`config.mk`:
```
export PLATFORM = sky130hd
export DESIGN_NAME = mc_speed_core
export DESIGN_NICKNAME = d
export VERILOG_FILES = /design/src/rtl/mc_speed_pkg.sv /design/src/rtl/mc_speed_chan.sv /design/src/rtl/mc_speed_core.sv
export SDC_FILE = /design/constraint.sdc
export NUM_CORES = 1
export LEC_CHECK = 0
export CORE_UTILIZATION = 30
export DETAILED_ROUTE_END_ITERATION = 12
export PLACE_DENSITY = 0.5
export SLEW_MARGIN = 40
export SYNTH_ARGS = -nofsm -noshare
export SYNTH_HDL_FRONTEND = slang
export SYNTH_SLANG_ARGS = --single-unit
```
`constraint.sdc`:
```
create_clock -name clk_i -period 5.08 [get_ports clk_i]
set_clock_uncertainty 0.05 [all_clocks]
set_input_delay 1.27 -clock clk_i [delete_from_list [all_inputs] [get_ports clk_i]]
set_output_delay 1.27 -clock clk_i [all_outputs]
set_load 0.02 [all_outputs]
```
`src/rtl/mc_speed_pkg.sv`:
```
// Shared types and Hall code helpers for the speed core.
package mc_speed_pkg;

  typedef enum logic [1:0] {StIdle, StSync, StRun, StStall} ch_state_e;

  localparam logic [2:0] Hall0 = 3'b001;
  localparam logic [2:0] Hall1 = 3'b011;
  localparam logic [2:0] Hall2 = 3'b010;
  localparam logic [2:0] Hall3 = 3'b110;
  localparam logic [2:0] Hall4 = 3'b100;
  localparam logic [2:0] Hall5 = 3'b101;

  function automatic logic code_valid(input logic [2:0] code);
    return (code != 3'b000) && (code != 3'b111);
  endfunction

  // Invalid codes map to themselves so they never look adjacent.
  function automatic logic [2:0] fwd_next(input logic [2:0] code);
    logic [2:0] nxt;
    case (code)
      Hall0:   nxt = Hall1;
      Hall1:   nxt = Hall2;
      Hall2:   nxt = Hall3;
      Hall3:   nxt = Hall4;
      Hall4:   nxt = Hall5;
      Hall5:   nxt = Hall0;
      default: nxt = code;
    endcase
    return nxt;
  endfunction

endpackage

```
`src/rtl/mc_speed_chan.sv`:
```
// One Hall channel: per-bit debouncer, tracking FSM, period averaging and a
// single-entry result slot. Stall detection is built in with MC_SPEED_STALL_EN.
module mc_speed_chan
  import mc_speed_pkg::*;
#(
`ifdef MC_SPEED_STALL_EN
  parameter logic [31:0] STALL_CYC = 32'd50_000_000,
`endif
  parameter int unsigned DEB_LEN  = 400,
  parameter int unsigned CNT_W    = 32,
  parameter int unsigned AVG_LOG2 = 2
) (
  input  logic             clk_i,
  input  logic             rstn_i,
  input  logic [2:0]       raw,
  output logic [2:0]       pos,
  input  logic             take,
  output logic             pend_valid,
  output logic [CNT_W-1:0] pend_period,
  output logic             pend_dir,
  output logic             pend_stall,
  output logic             err
);

  localparam int unsigned DebW  = $clog2(DEB_LEN);
  localparam int unsigned AccW  = CNT_W + AVG_LOG2;
  localparam int unsigned EdgeW = AVG_LOG2 + 1;
  localparam logic [DebW-1:0]  DebLast  = DebW'(DEB_LEN - 1);
  localparam logic [EdgeW-1:0] LastEdge = EdgeW'((1 << AVG_LOG2) - 1);
`ifdef MC_SPEED_STALL_EN
  localparam logic [CNT_W-1:0] StallCnt = CNT_W'(STALL_CYC);
`endif

  logic [DebW-1:0]  deb_cnt_q [3];
  logic [2:0]       pos_q, prev_q;
  ch_state_e        state_q, state_d;
  logic [CNT_W-1:0] cnt_q, cnt_d, cnt_inc, post_period;
  logic [AccW-1:0]  acc_q, acc_d, acc_sum;
  logic [EdgeW-1:0] edge_q, edge_d;
  logic             dir_q, dir_d;
  logic             chg, new_ok, old_ok, is_fwd, is_rev, adj;
  logic             post, post_stall, bad;

  always_ff @(posedge clk_i or negedge rstn_i) begin
    if (!rstn_i) begin
      pos_q <= '0;
      for (int b = 0; b < 3; b++) deb_cnt_q[b] <= '0;
    end else begin
      for (int b = 0; b < 3; b++) begin
        if (raw[b] == pos_q[b]) begin
          deb_cnt_q[b] <= '0;
        end else if (deb_cnt_q[b] == DebLast) begin
          pos_q[b]     <= raw[b];
          deb_cnt_q[b] <= '0;
        end else begin
          deb_cnt_q[b] <= deb_cnt_q[b] + 1'b1;
        end
      end
    end
  end

  assign pos     = pos_q;
  assign chg     = pos_q != prev_q;
  assign new_ok  = code_valid(pos_q);
  assign old_ok  = code_valid(prev_q);
  assign is_fwd  = fwd_next(prev_q) == pos_q;
  assign is_rev  = fwd_next(pos_q) == prev_q;
  assign adj     = new_ok && old_ok && (is_fwd || is_rev);
  assign cnt_inc = (&cnt_q) ? cnt_q : cnt_q + 1'b1;
  assign acc_sum = acc_q + AccW'(cnt_inc);

  always_comb begin
    state_d     = state_q;
    cnt_d       = cnt_q;
    acc_d       = acc_q;
    edge_d      = edge_q;
    dir_d       = dir_q;
    post        = 1'b0;
    post_period = '0;
    post_stall  = 1'b0;
    bad         = 1'b0;
    if (state_q == StSync || state_q == StRun) cnt_d = cnt_inc;
    if (chg) begin
      if (!new_ok || (old_ok && !adj)) begin
        bad     = 1'b1;
        state_d = StIdle;
        cnt_d   = '0;
        acc_d   = '0;
        edge_d  = '0;
      end else begin
        cnt_d = '0;
        case (state_q)
          StIdle: state_d = StSync;
          StSync: begin
            state_d = StRun;
            dir_d   = is_fwd;
            acc_d   = '0;
            edge_d  = '0;
          end
          StRun: begin
            if (is_fwd != dir_q) begin
              state_d = StSync;
              acc_d   = '0;
              edge_d  = '0;
            end else if (edge_q == LastEdge) begin
              post        = 1'b1;
              post_period = CNT_W'(acc_sum >> AVG_LOG2);
              acc_d       = '0;
              edge_d      = '0;
            end else begin
              acc_d  = acc_sum;
              edge_d = edge_q + 1'b1;
            end
          end
`ifdef MC_SPEED_STALL_EN
          StStall: state_d = StSync;
`endif
          default: state_d = StIdle;
        endcase
      end
    end
`ifdef MC_SPEED_STALL_EN
    else if ((state_q == StSync || state_q == StRun) && cnt_inc == StallCnt) begin
      post        = 1'b1;
      post_period = '1;
      post_stall  = 1'b1;
      state_d     = StStall;
      acc_d       = '0;
      edge_d      = '0;
    end
`endif
  end

  always_ff @(posedge clk_i or negedge rstn_i) begin
    if (!rstn_i) begin
      prev_q      <= '0;
      state_q     <= StIdle;
      cnt_q       <= '0;
      acc_q       <= '0;
      edge_q      <= '0;
      dir_q       <= 1'b0;
      pend_valid  <= 1'b0;
      pend_period <= '0;
      pend_dir    <= 1'b0;
      pend_stall  <= 1'b0;
      err         <= 1'b0;
    end else begin
      prev_q  <= pos_q;
      state_q <= state_d;
      cnt_q   <= cnt_d;
      acc_q   <= acc_d;
      edge_q  <= edge_d;
      dir_q   <= dir_d;
      // A post in the same cycle as the arbiter taking the slot is a clean refill.
      if (post) begin
        pend_valid  <= 1'b1;
        pend_period <= post_period;
        pend_dir    <= dir_q;
        pend_stall  <= post_stall;
      end else if (take) begin
        pend_valid <= 1'b0;
      end
      if (bad || (post && pend_valid && !take)) err <= 1'b1;
    end
  end

endmodule

```
`src/rtl/mc_speed_core.sv`:
```
// Multi-channel Hall speed core with round-robin result output.
// Define MC_SPEED_STALL_EN to build in stall detection.
module mc_speed_core
  import mc_speed_pkg::*;
#(
  parameter int unsigned NUM_CH    = 2,
  parameter int unsigned DEB_LEN   = 400,
  parameter int unsigned CNT_W     = 32,
  parameter int unsigned AVG_LOG2  = 2,
  parameter logic [31:0] STALL_CYC = 32'd50_000_000
) (
  input  logic                clk_i,
  input  logic                rstn_i,
  input  logic [3*NUM_CH-1:0] position_i,
  output logic [3*NUM_CH-1:0] position_o,
  output logic                m_valid,
  input  logic                m_ready,
  output logic [1:0]          m_ch,
  output logic [CNT_W-1:0]    m_period,
  output logic                m_dir,
  output logic                m_stall,
  output logic [NUM_CH-1:0]   err_o
);

  logic [NUM_CH-1:0] pend_valid, pend_dir, pend_stall, take;
  logic [CNT_W-1:0]  pend_period [NUM_CH];
  logic [1:0]        start_q, gnt, nxt_start;
  logic              out_free, found, sel_dir, sel_stall;
  logic [CNT_W-1:0]  sel_period;

`ifndef MC_SPEED_STALL_EN
  logic unused_stall_cyc;
  assign unused_stall_cyc = ^STALL_CYC;
`endif

  for (genvar c = 0; c < NUM_CH; c++) begin : g_ch
    mc_speed_chan #(
`ifdef MC_SPEED_STALL_EN
      .STALL_CYC(STALL_CYC),
`endif
      .DEB_LEN (DEB_LEN),
      .CNT_W   (CNT_W),
      .AVG_LOG2(AVG_LOG2)
    ) u_chan (
      .clk_i      (clk_i),
      .rstn_i     (rstn_i),
      .raw        (position_i[3*c +: 3]),
      .pos        (position_o[3*c +: 3]),
      .take       (take[c]),
      .pend_valid (pend_valid[c]),
      .pend_period(pend_period[c]),
      .pend_dir   (pend_dir[c]),
      .pend_stall (pend_stall[c]),
      .err        (err_o[c])
    );
  end

  // Two passes: channels from start_q upward, then wrap around to the rest.
  always_comb begin
    found      = 1'b0;
    gnt        = '0;
    sel_period = '0;
    sel_dir    = 1'b0;
    sel_stall  = 1'b0;
    out_free   = !m_valid || m_ready;
    for (int j = 0; j < NUM_CH; j++) begin
      if (!found && pend_valid[j] && (32'(j) >= 32'(start_q))) begin
        found      = 1'b1;
        gnt        = 2'(j);
        sel_period = pend_period[j];
        sel_dir    = pend_dir[j];
        sel_stall  = pend_stall[j];
      end
    end
    for (int j = 0; j < NUM_CH; j++) begin
      if (!found && pend_valid[j]) begin
        found      = 1'b1;
        gnt        = 2'(j);
        sel_period = pend_period[j];
        sel_dir    = pend_dir[j];
        sel_stall  = pend_stall[j];
      end
    end
    take = '0;
    for (int j = 0; j < NUM_CH; j++) take[j] = out_free && found && (gnt == 2'(j));
    nxt_start = (32'(gnt) + 32'd1 >= NUM_CH) ? 2'd0 : gnt + 2'd1;
  end

  always_ff @(posedge clk_i or negedge rstn_i) begin
    if (!rstn_i) begin
      m_valid  <= 1'b0;
      m_ch     <= '0;
      m_period <= '0;
      m_dir    <= 1'b0;
      m_stall  <= 1'b0;
      start_q  <= '0;
    end else if (out_free) begin
      m_valid <= found;
      if (found) begin
        m_ch     <= gnt;
        m_period <= sel_period;
        m_dir    <= sel_dir;
        m_stall  <= sel_stall;
        start_q  <= nxt_start;
      end
    end
  end

endmodule

```
==> summary.md, run 1 <==
| Metric | Value |
|---|---|
| TritonCTS Buffers | `38` |
| Fin area | `20800 um^2` |
| Die height | `248 um` |
| Final setup violation count | `0` |
| Leak Pwr | `9.62 nW` |
| DPL Wire Length | `31.1 mm` |
| Die Area | `61300 um^2` |
| Worst skew pair latency | `0.56 ns` |
| Top-Level Pins | `54` |
| Post-CTS setup buffer count | `0` |
| Critical path required time | `5.47 ns` |
| Core box area | `59200 um^2` |
| Post-synth ARST share | `1.00` |
| Slew @ Worst Pin | `0.780 ns` |
| Number of synthesized flops with an enable pin | `0` |
| Top cell type's share of synthesized area | `0.437` |
| RSZ-0062 raised after global routing | `false` |
| DR vias | `13500` |
| Area delta synth->final | `15.1%` |
| Most frequent cells in the layout | `316 x dfrtp_1, 233 x nand2_1, 195 x nor2_1` |
| Syn Area/Cell | `9.53 um^2` |
| H-tree depth | `2` |
| ANT cells | `0` |
| Per-cell routed wire length | `15.8 um` |
| RD Place Congestion | `0.855` |
| Seq pwr share | `0.426` |
| Largest net degree at the start of global routing | `69` |
| M1 WL | `21.1 mm` |
| Number of global-route vias before repair | `13400` |
| Syn Inst Count | `1899` |
| Hold WS | `0.404 ns` |
| Clock share of power | `0.476` |
| Crit path capture type | `register` |
| Clock sinks | `316` |
| Die X | `248 um` |
| Routed length on met3 | `1.28 mm` |
| Remaining global-route overflow | `0` |
| Peak supply drop | `0.177 mV` |
| DR vias/cell | `4.96` |
| Hold Buf Count CTS | `0` |
| Yosys cell types | `75` |
| Initial antenna violation count | `0` |
| Tmin final | `4.71 ns` |
| Max frequency | `212 MHz` |
| Setup TNS Final | `0 ns` |
| Antenna viol nets, final | `0` |
| Final Hold Fails | `0` |
| Root buffer cell | `clkbuf_16` |
| Crit start category | `register` |
| Pre-Repair DR Iteration Count | `7` |
| Synth warn | `0` |
| IO buf count | `51` |
| Clock-pin slew on the worst setup and hold paths | `0.06 ns` |
| Logic pwr share | `0.098` |
| First-pass GRT wire length | `71.2 mm` |
| Arrival @ worst endpoint | `5.10 ns` |
| Mapped Area | `18100 um^2` |
| Post-CTS Resized | `0` |
| Most common cell after layout, fill and taps aside | `dfrtp_1` |
| DRT iter0 DRCs | `763` |
| Final worst path period share | `0.927` |
| CTS tree | `built` |
| Layout cells sized above 1 | `0.0797` |
| Power consumption | `0.00622 W` |
| Slew Limit Fails | `0` |
| Post-synth top area cell | `dfrtp_1` |
| CP Max Fanout | `9` |
| Setup Crit Path Kind | `register to register` |
| Total internal power | `0.00461 W` |
| Highest metal used | `met4` |
| P_sw | `0.00161 W` |
| Switch share | `0.258` |
| Routed WL | `43.2 mm` |
| Final nets | `2024` |
| Register bit count reported by yosys | `316` |
| Worst min path class | `register to register` |
| Top FF cell, synth | `dfrtp_1` |
| Row count | `89` |
| Max_slew headroom | `0.480` |
| Max Cap Violations | `0` |
| Synth top area cells | `dfrtp_1 44%, xnor2_1 6.0%, ha_1 5.7%` |
| Post-synthesis sequential area ratio | `0.437` |
| Pwr/cell area | `299 nW/um^2` |
| GRT Overall Usage | `0.144` |
| DRC Markers | `0` |
| Longest Clk Path Bufs | `3` |
| Status | `complete, no violations` |
| Effective utilization at floorplan | `0.305` |
| Placement Cell Area | `19500 um^2` |
| Met2 wire length | `19.6 mm` |
==> stage by stage <==
step,setup slack [ns],instances,utilization
floorplan,0.731,1900,-
global placement,0.453,2662,0.328
detailed placement,0.383,2663,0.329
CTS,0.376,2730,0.351
global route,0.0441,2731,0.351
finish,0.371,2731,0.351
==> final cells by class <==
| type | instances | area, um^2 |
|---|---|---|
| multi-input combinational | 1461 | 9680 |
| inverter | 38 | 143 |
| clock buffer | 52 | 1070 |
| timing repair buffer | 76 | 777 |
| clock inverter | 15 | 267 |
| fill | 5979 | 38400 |
| sequential | 316 | 7910 |
| tap | 773 | 967 |
==> synthesized netlist by cell type, types with 9 or more instances <==
library cell,n
o21ai_1,9
ha_1,82
mux2_2,38
clkbuf_1,55
o21ai_0,92
a22o_1,61
dfrtp_1,316
a31oi_1,12
a22oi_1,35
or3_1,21
xnor2_1,124
buf_2,18
nor2_1,195
inv_1,36
nand2_1,233
a21oi_1,84
and2_1,12
and3_1,36
nand2b_1,10
nor3_1,24
a21o_1,47
mux2_4,13
xor2_1,105
nand4_1,33
nand3_1,73
==> state kept, by name, summed over array words and instances (netlist names) <==
signal and cells:
m_period 32, g_ch.u_chan.state_q 4, g_ch.u_chan.pend_valid 2, g_ch.u_chan.pend_dir 2, m_ch 1, g_ch.u_chan.cnt_q 64, g_ch.u_chan.edge_q 6, g_ch.u_chan.pend_period 64
g_ch.u_chan.acc_q 68, m_valid 1, g_ch.u_chan.prev_q 6, g_ch.u_chan.dir_q 2, g_ch.u_chan.err 2, g_ch.u_chan.pos 6, g_ch.u_chan.deb_cnt_q 54, start_q 1
m_dir 1
==> routing by layer <==
layer | vias up | global-route usage
met5 | - | 0
met4 | 0 | 0.0453
met3 | 76 | 0.0226
met2 | 167 | 0.230
met1 | 6552 | 0.197
li1 | 6747 | -
==> logic make-up after synthesis <==
logic type,synth area share
adders and majority gates,0.0589
buffers and inverters,0.0295
xor gates and xnor gates,0.111
and+or+nand+nor,0.172
DFF,0.437
other,0.000207
AOI/OAI and AO/OA,0.156
muxes,0.0361
==> worst paths after layout <==
kind	startpoint	endpoint	slack (ns)	cells after the start
min in group asynchronous	rstn_i	g_ch[0].u_chan.deb_cnt_q[18]	0.57	1
max	g_ch[0].u_chan.cnt_q[26]	g_ch[0].u_chan.pend_period[28]	0.37	18
min	g_ch[1].u_chan.deb_cnt_q[0]	g_ch[1].u_chan.deb_cnt_q[0]	0.40	1
max in group asynchronous	rstn_i	g_ch[1].u_chan.acc_q[22]	3.21	3
max reg2reg	g_ch[0].u_chan.cnt_q[26]	g_ch[0].u_chan.pend_period[28]	0.37	18
min reg2reg	g_ch[1].u_chan.deb_cnt_q[0]	g_ch[1].u_chan.deb_cnt_q[0]	0.40	1
==> power groups by stage <==
| stage | sequential (W) | clock (W) | combinational, W |
|---|---|---|---|
| global route | 0.00266 | 0.00316 | 0.000682 |
| finish | 0.00265 | 0.00296 | 0.000607 |
| floorplan | 0.00268 | 0 | 0.000392 |
| detailed placement | 0.00270 | 0 | 0.000622 |
| global placement | 0.00269 | 0 | 0.000614 |
| CTS | 0.00265 | 0.00306 | 0.000624 |
==> critical path, stage by stage, from the launching register on <==
cell,delay [ns]
dfrtp_1,0.47
and4_1,0.28
and3_1,0.22
nand4_1,0.13
buf_4,0.18
nand4_1,0.31
or2_2,0.43
nor2_1,0.14
xor2_1,0.18
ha_1,0.33
a21o_1,0.21
a21o_1,0.18
a21oi_1,0.23
o21ai_0,0.12
a21o_1,0.22
nor2b_1,0.16
o221ai_1,0.34
xnor2_1,0.14
mux2_4,0.28
Note: power is estimated with default switching activity, not from simulation.
==> run 2, diff against run 1 <==
--- a/config.mk
+++ b/config.mk
@@ -5,9 +5,12 @@
 export SDC_FILE = /design/constraint.sdc
 export NUM_CORES = 1
 export LEC_CHECK = 0
+export CELL_PAD_IN_SITES_DETAIL_PLACEMENT = 1
+export CELL_PAD_IN_SITES_GLOBAL_PLACEMENT = 1
 export CORE_UTILIZATION = 30
+export CTS_CLUSTER_DIAMETER = 200
 export DETAILED_ROUTE_END_ITERATION = 12
-export PLACE_DENSITY = 0.5
+export PLACE_DENSITY = 0.59
 export SLEW_MARGIN = 40
 export SYNTH_ARGS = -nofsm -noshare
 export SYNTH_HDL_FRONTEND = slang
==> run 2 against run 1 <==
Net effect:
- non-clock buffer count up 4
- worst setup slack worse by 0.078 ns
- combinational power is 3% higher
- design area rose by 0.14%
- fmax decreased by 1.6%
- largest power group unchanged
==> summary.md, run 2 (synthesis gave the netlist of run 1 again) <==
| Metric | Value |
|---|---|
| DRT iter0 DRCs | `560` |
| Crit path capture type | `register` |
| Largest regs | `g_ch.u_chan.acc_q x68, g_ch.u_chan.cnt_q x64, g_ch.u_chan.pend_period x64` |
| Largest net degree at the start of global routing | `123` |
| Max Cap Violations | `0` |
| GRT Overall Usage | `0.161` |
| First-pass GRT wire length | `79.8 mm` |
| Hold Buf Count CTS | `0` |
| Critical path required time | `5.47 ns` |
| Crit path max-delay family | `simple AND/OR/NAND/NOR gates` |
| Routed length on met3 | `1.14 mm` |
| Effective utilization at floorplan | `0.305` |
| Pre-Repair DR Iteration Count | `7` |
| Clock-pin slew on the worst setup and hold paths | `0.06 ns` |
| CP cell instances | `ha_1, nand3_1, nor4_4, nand4_1, buf_4, nand4_1, buf_4, nor2_2, xor2_1, ha_1, nor3_1, a211oi_1, a21bo_2, o31a_1, or3_4, a211oi_4, o31ai_1, mux2_2` |
| Met2 wire length | `21.7 mm` |
| Largest register FFs | `68` |
| Die Area | `61300 um^2` |
| Top-Level Pins | `54` |
| Dpl ws | `-0.0184 ns` |
| CTS tree | `built` |
| Pwr/cell area | `297 nW/um^2` |
| Area delta synth->final | `15.2%` |
| Remaining global-route overflow | `0` |
| Worst skew pair latency | `0.57 ns` |
| Non-filler instance count after layout | `2739` |
| Number of global-route vias before repair | `14700` |
| Most frequent cells in the layout | `315 x dfrtp_1, 233 x nand2_1, 193 x nor2_1` |
| Cell depth of the worst setup path | `18` |
| Tmin final | `4.79 ns` |
| CP bufs+invs | `2` |
| TritonCTS Buffers | `39` |
| Die height | `248 um` |
| Clock sinks | `316` |
| Max_slew headroom | `0.486` |
| Setup WS post-layout | `0.293 ns` |
| Setup TNS Final | `0 ns` |
| Worst-case reg-to-reg path depth | `18` |
| Layout cells sized above 1 | `0.0885` |
| DPL Wire Length | `34.5 mm` |
| RD Place Congestion | `0.847` |
| IO buf count | `51` |
| ANT cells | `0` |
| Worst min path class | `register to register` |
| Final worst path period share | `0.942` |
| Worst path slowest cell | `or3_4` |
| Slew Limit Fails | `0` |
| Arrival @ worst endpoint | `5.18 ns` |
| Max frequency | `209 MHz` |
| Die X | `248 um` |
| Leak Pwr | `9.64 nW` |
| Fin area | `20800 um^2` |
| Slew @ Worst Pin | `0.771 ns` |
| M1 WL | `23.5 mm` |
| Peak supply drop | `0.173 mV` |
| Most common cell after layout, fill and taps aside | `dfrtp_1` |
| DR vias | `13900` |
| Setup Crit Path Kind | `register to register` |
| Routed WL | `47.5 mm` |
| Core box area | `59200 um^2` |
| DP Cell Count | `2662` |
| Root buffer cell | `clkbuf_16` |
| Register bank with the most flops | `g_ch.u_chan.acc_q` |
| Placement Cell Area | `19400 um^2` |
| Row count | `89` |
| Antenna viol nets, final | `0` |
| Crit start category | `register` |
| Worst Hold Depth | `1` |
| Final setup violation count | `0` |
| CP Max Fanout | `7` |
| DR vias/cell | `5.07` |
| CP peak stage delay | `0.44 ns` |
| Final Hold Fails | `0` |
| Longest Clk Path Bufs | `3` |
| Highest metal used | `met4` |
| Status | `complete, no violations` |
| DRC Markers | `0` |
| Final nets | `2029` |
| H-tree depth | `2` |
| Initial antenna violation count | `0` |
| Per-cell routed wire length | `17.3 um` |
==> run 2: changes by cell type in the layout (fill, tap and decap cells not counted), moves of 3 or more <==
| cell | previous run | this run |
|---|---|---|
| buf_4 | 19 | 26 |
| clkinv_2 | 4 | 10 |
| clkinvlp_4 | 1 | 5 |
| clkbuf_1 | 8 | 5 |
| clkbuf_8 | 5 | 2 |
==> run 2: area by class of cell <==
cell class              count  area [um^2]
fillers                  6751        38400
multi-input cells        1461         9720
flip-flops and latches    316         7910
clock buffers              47         1050
well taps                 773          967
repair buffers             80          771
clock inverters            24          284
inverters                  38          144
==> run 2: final timing paths <==
check	slack (ns)	start	endpoint
setup / recovery	0.29	g_ch[1].u_chan.cnt_q[0]	g_ch[1].u_chan.acc_q[32]
hold / removal	0.41	g_ch[0].u_chan.deb_cnt_q[9]	g_ch[0].u_chan.deb_cnt_q[9]
setup reg to reg	0.29	g_ch[1].u_chan.cnt_q[0]	g_ch[1].u_chan.acc_q[32]
hold reg to reg	0.41	g_ch[0].u_chan.deb_cnt_q[9]	g_ch[0].u_chan.deb_cnt_q[9]
max in group asynchronous	3.17	rstn_i	g_ch[1].u_chan.cnt_q[0]
min in group asynchronous	0.62	rstn_i	g_ch[0].u_chan.deb_cnt_q[3]
==> run 2: what timing repair did <==
action | in CTS | in global routing
pin swaps | 0 | 4
setup endpoints to repair | 2 | 32
setup buffers | 0 | 6
resized for setup | 1 | 8
==> run 2: layer usage <==
metal	up-vias	global-route usage
met3	65	0.0217
met4	0	0.0451
li1	6755	-
met1	6945	0.225
met5	-	0
met2	121	0.258
==> run 2: power by group <==
part / internal [W] / leakage (nW) / switching (W)
registers: 0.00258 / 4.35 / 0.0000746
logic: 0.000194 / 4.65 / 0.000433
clock network: 0.00174 / 0.644 / 0.00117
total: 0.00452 / 9.64 / 0.00167
==> run 2: worst register-to-register path, stage by stage, from the launching register on <==
cell and delay [ns]:
dfrtp_2 0.41, ha_1 0.22, nand3_1 0.20, nor4_4 0.28, nand4_1 0.25, buf_4 0.24
nand4_1 0.15, buf_4 0.17, nor2_2 0.07, xor2_1 0.16, ha_1 0.43, nor3_1 0.08
a211oi_1 0.23, a21bo_2 0.28, o31a_1 0.30, or3_4 0.44, a211oi_4 0.31, o31ai_1 0.12
mux2_2 0.28
==> run 2: through the flow <==
stage	power, W	hold slack [ns]	util
floorplan	0.00307	0.383	-
global placement	0.00333	0.394	0.328
detailed placement	0.00335	0.408	0.328
CTS	0.00632	0.417	0.350
global route	0.00647	0.435	0.352
finish	0.00619	0.414	0.352
==> run 3, diff against run 2 <==
--- a/config.mk
+++ b/config.mk
@@ -10,7 +10,7 @@
 export CORE_UTILIZATION = 30
 export CTS_CLUSTER_DIAMETER = 200
 export DETAILED_ROUTE_END_ITERATION = 12
-export PLACE_DENSITY = 0.59
+export PLACE_DENSITY = 0.61
 export SLEW_MARGIN = 40
 export SYNTH_ARGS = -nofsm -noshare
 export SYNTH_HDL_FRONTEND = slang
==> constraint.sdc (replaced) <==
create_clock -name clk_i -period 4 [get_ports clk_i]
set_clock_uncertainty 0.05 [all_clocks]
set_input_delay 1 -clock clk_i [delete_from_list [all_inputs] [get_ports clk_i]]
set_output_delay 1 -clock clk_i [all_outputs]
set_load 0.02 [all_outputs]
==> run 3 against run 2 <==
Net effect:
- the flow now finishes with violations (negative setup slack)
- count of clock-buffer cells in the layout grew 9
- design area up 15%
- global-route usage up 0.97 points
- critical path depth down 1
- largest power group unchanged
==> summary.md, run 3 (synthesis gave the netlist of run 1 again) <==
| Metric | Value |
|---|---|
| Status | `finished, violations left` |
| Failing checks | `negative setup slack` |
| Arrival @ worst endpoint | `4.52 ns` |
| Crit start category | `register` |
| Slew Limit Fails | `0` |
| Worst-case reg-to-reg path depth | `17` |
| Max Cap Violations | `0` |
| Peak supply drop | `0.221 mV` |
| Critical path required time | `4.38 ns` |
| Worst reg2reg path endpoint | `g_ch[1].u_chan.acc_q[32]` |
| Final worst path period share | `1.04` |
| Effective utilization at floorplan | `0.305` |
| TritonCTS Buffers | `39` |
| Top-Level Pins | `54` |
| Worst min path class | `input port to asynchronous set/reset pin` |
| Setup Crit Path Kind | `register to register` |
| Post-layout util | `0.406` |
| Initial antenna violation count | `0` |
| Clock-pin slew on the worst setup and hold paths | `0.06 ns` |
| Fin area | `24000 um^2` |
| Final Hold Fails | `0` |
| Most frequent cells in the layout | `316 x dfrtp_1, 255 x buf_4, 224 x nand2_1` |
| Worst R2R Setup Slack | `-0.14 ns` |
| Worst path slowest cell | `dfrtp_1` |
| DRT iter0 DRCs | `636` |
| Final setup violation count | `24` |
| Die Area | `61300 um^2` |
| Die X | `248 um` |
| Most common cell after layout, fill and taps aside | `dfrtp_1` |
| Final nets | `2286` |
| Per-cell routed wire length | `17.6 um` |
| CTS tree | `built` |
| Crit path capture type | `register` |
| Die height | `248 um` |
| Hold Buf Count CTS | `0` |
| GRT Overall Usage | `0.170` |
| Largest regs | `g_ch.u_chan.acc_q x68, g_ch.u_chan.cnt_q x64, g_ch.u_chan.pend_period x64` |
| CP cell instances | `ha_2, nand3_2, nor4_4, nand4_1, buf_6, nor4b_4, nand3_2, xnor2_2, ha_1, o21ai_2, a211oi_1, a21bo_2, o31a_1, or3_4, a211oi_4, o31ai_1, mux2_2` |
| RSZ-0062 raised after global routing | `true` |
| Register bank with the most flops | `g_ch.u_chan.acc_q` |
| Setup TNS Final | `-1.50 ns` |
| Root buffer cell | `clkbuf_16` |
| Antenna viol nets, final | `0` |
| Max_slew headroom | `0.488` |
| Largest net degree at the start of global routing | `100` |
| Placement Cell Area | `21100 um^2` |
| Setup WS post-layout | `-0.142 ns` |
| Number of global-route vias before repair | `16100` |
| DRC Markers | `0` |
| Area delta synth->final | `32.9%` |
| Worst skew pair latency | `0.56 ns` |
| Routed WL | `52.6 mm` |
| Tmin final | `4.14 ns` |
| Leak Pwr | `11.4 nW` |
| Crit-path most repeated cell | `nand3_2` |
| Row count | `89` |
| Max frequency | `241 MHz` |
| ANT cells | `0` |
| DR vias/cell | `5.02` |
| RD Place Congestion | `0.853` |
| Clock sinks | `316` |
| Layout cells sized above 1 | `0.264` |
| DR vias | `15000` |
| H-tree depth | `2` |
| IO buf count | `51` |
| Pre-Repair DR Iteration Count | `6` |
| Pwr/cell area | `334 nW/um^2` |
| Longest Clk Path Bufs | `3` |
| CP peak stage delay | `0.39 ns` |
| Remaining global-route overflow | `0` |
| Hold WS | `0.248 ns` |
| CP Max Fanout | `6` |
| Origin of the critical flop-to-flop path | `g_ch[1].u_chan.cnt_q[1]` |
| Core box area | `59200 um^2` |
| Largest register FFs | `68` |
| First-pass GRT wire length | `85.0 mm` |
| DPL Wire Length | `37.4 mm` |
| Slew @ Worst Pin | `0.765 ns` |
-- run 3: changes by cell type in the layout (fill, tap and decap cells not counted), moves of 12 or more --
cell | before | now
o21ai_2 | 1 | 13
buf_4 | 26 | 255
o21ai_0 | 92 | 64
xnor2_1 | 124 | 104
nor2_1 | 193 | 181
buf_6 | 0 | 24
a21oi_2 | 0 | 20
a21oi_1 | 84 | 58
o21ai_1 | 8 | 21
ha_1 | 81 | 68
xnor2_2 | 0 | 16
-- run 3: how the worst max path moves through the flow --
stage / start / endpoint / slack [ns]
5_1_grt: g_ch[0].u_chan.cnt_q[15] / g_ch[0].u_chan.pend_period[25] / -0.38
2_1_floorplan: g_ch[1].u_chan.cnt_q[0] / g_ch[1].u_chan.acc_q[32] / -0.15
6_report: g_ch[1].u_chan.cnt_q[1] / g_ch[1].u_chan.acc_q[32] / -0.14
3_3_place_gp: g_ch[0].u_chan.cnt_q[26] / g_ch[0].u_chan.pend_period[31] / -0.25
3_5_place_dp: g_ch[0].u_chan.cnt_q[26] / g_ch[0].u_chan.pend_period[31] / -0.32
4_1_cts: g_ch[1].u_chan.cnt_q[0] / g_ch[1].u_chan.pend_period[30] / -0.18
-- run 3: final cells by class --
type / instances / area, um^2
clock buffers: 56 / 1140
repair buffers: 337 / 2850
fillers: 6660 / 35200
clock inverters: 13 / 239
multi-input cells: 1461 / 10800
inverters: 38 / 143
flip-flops and latches: 316 / 7910
well taps: 773 / 967
-- run 3: critical path, delay by kind of cell (launching register included) --
kind / cells / cell delay [ns]
AOI/OAI and AO/OA: 6 / 1.30
and+or+nand+nor: 6 / 1.19
adders and majority gates: 2 / 0.53
DFF: 1 / 0.39
muxes: 1 / 0.27
xor gates and xnor gates: 1 / 0.18
buffers and inverters: 1 / 0.12
-- run 3: metrics by stage --
step	total power, W	setup WS [ns]	instances
2_1_floorplan	0.00390	-0.151	1900
3_3_place_gp	0.00423	-0.247	2873
3_5_place_dp	0.00426	-0.321	2873
4_1_cts	0.00816	-0.181	2956
5_1_grt	0.00835	-0.382	2994
6_report	0.00802	-0.142	2994
-- run 3: routing by layer --
metal	up-vias	wire length [um]	GRT usage	part of all wire
met5	-	0	0	0
met4	0	948	0.0406	0.018
met3	67	1140	0.0214	0.022
met2	114	26100	0.293	0.50
met1	7574	24400	0.226	0.46
li1	7262	-	-	-
-- run 3: repair_timing --
item	in CTS	in global routing
endpoints found under the setup margin	41	69
resized for setup	63	189
gates cloned	1	0
buffers inserted	13	39
pin swaps	54	129
-- run 3: power by group --
group	internal (W)	switching, W
logic	0.000266	0.000563
clock network	0.00237	0.00145
registers	0.00328	0.0000877
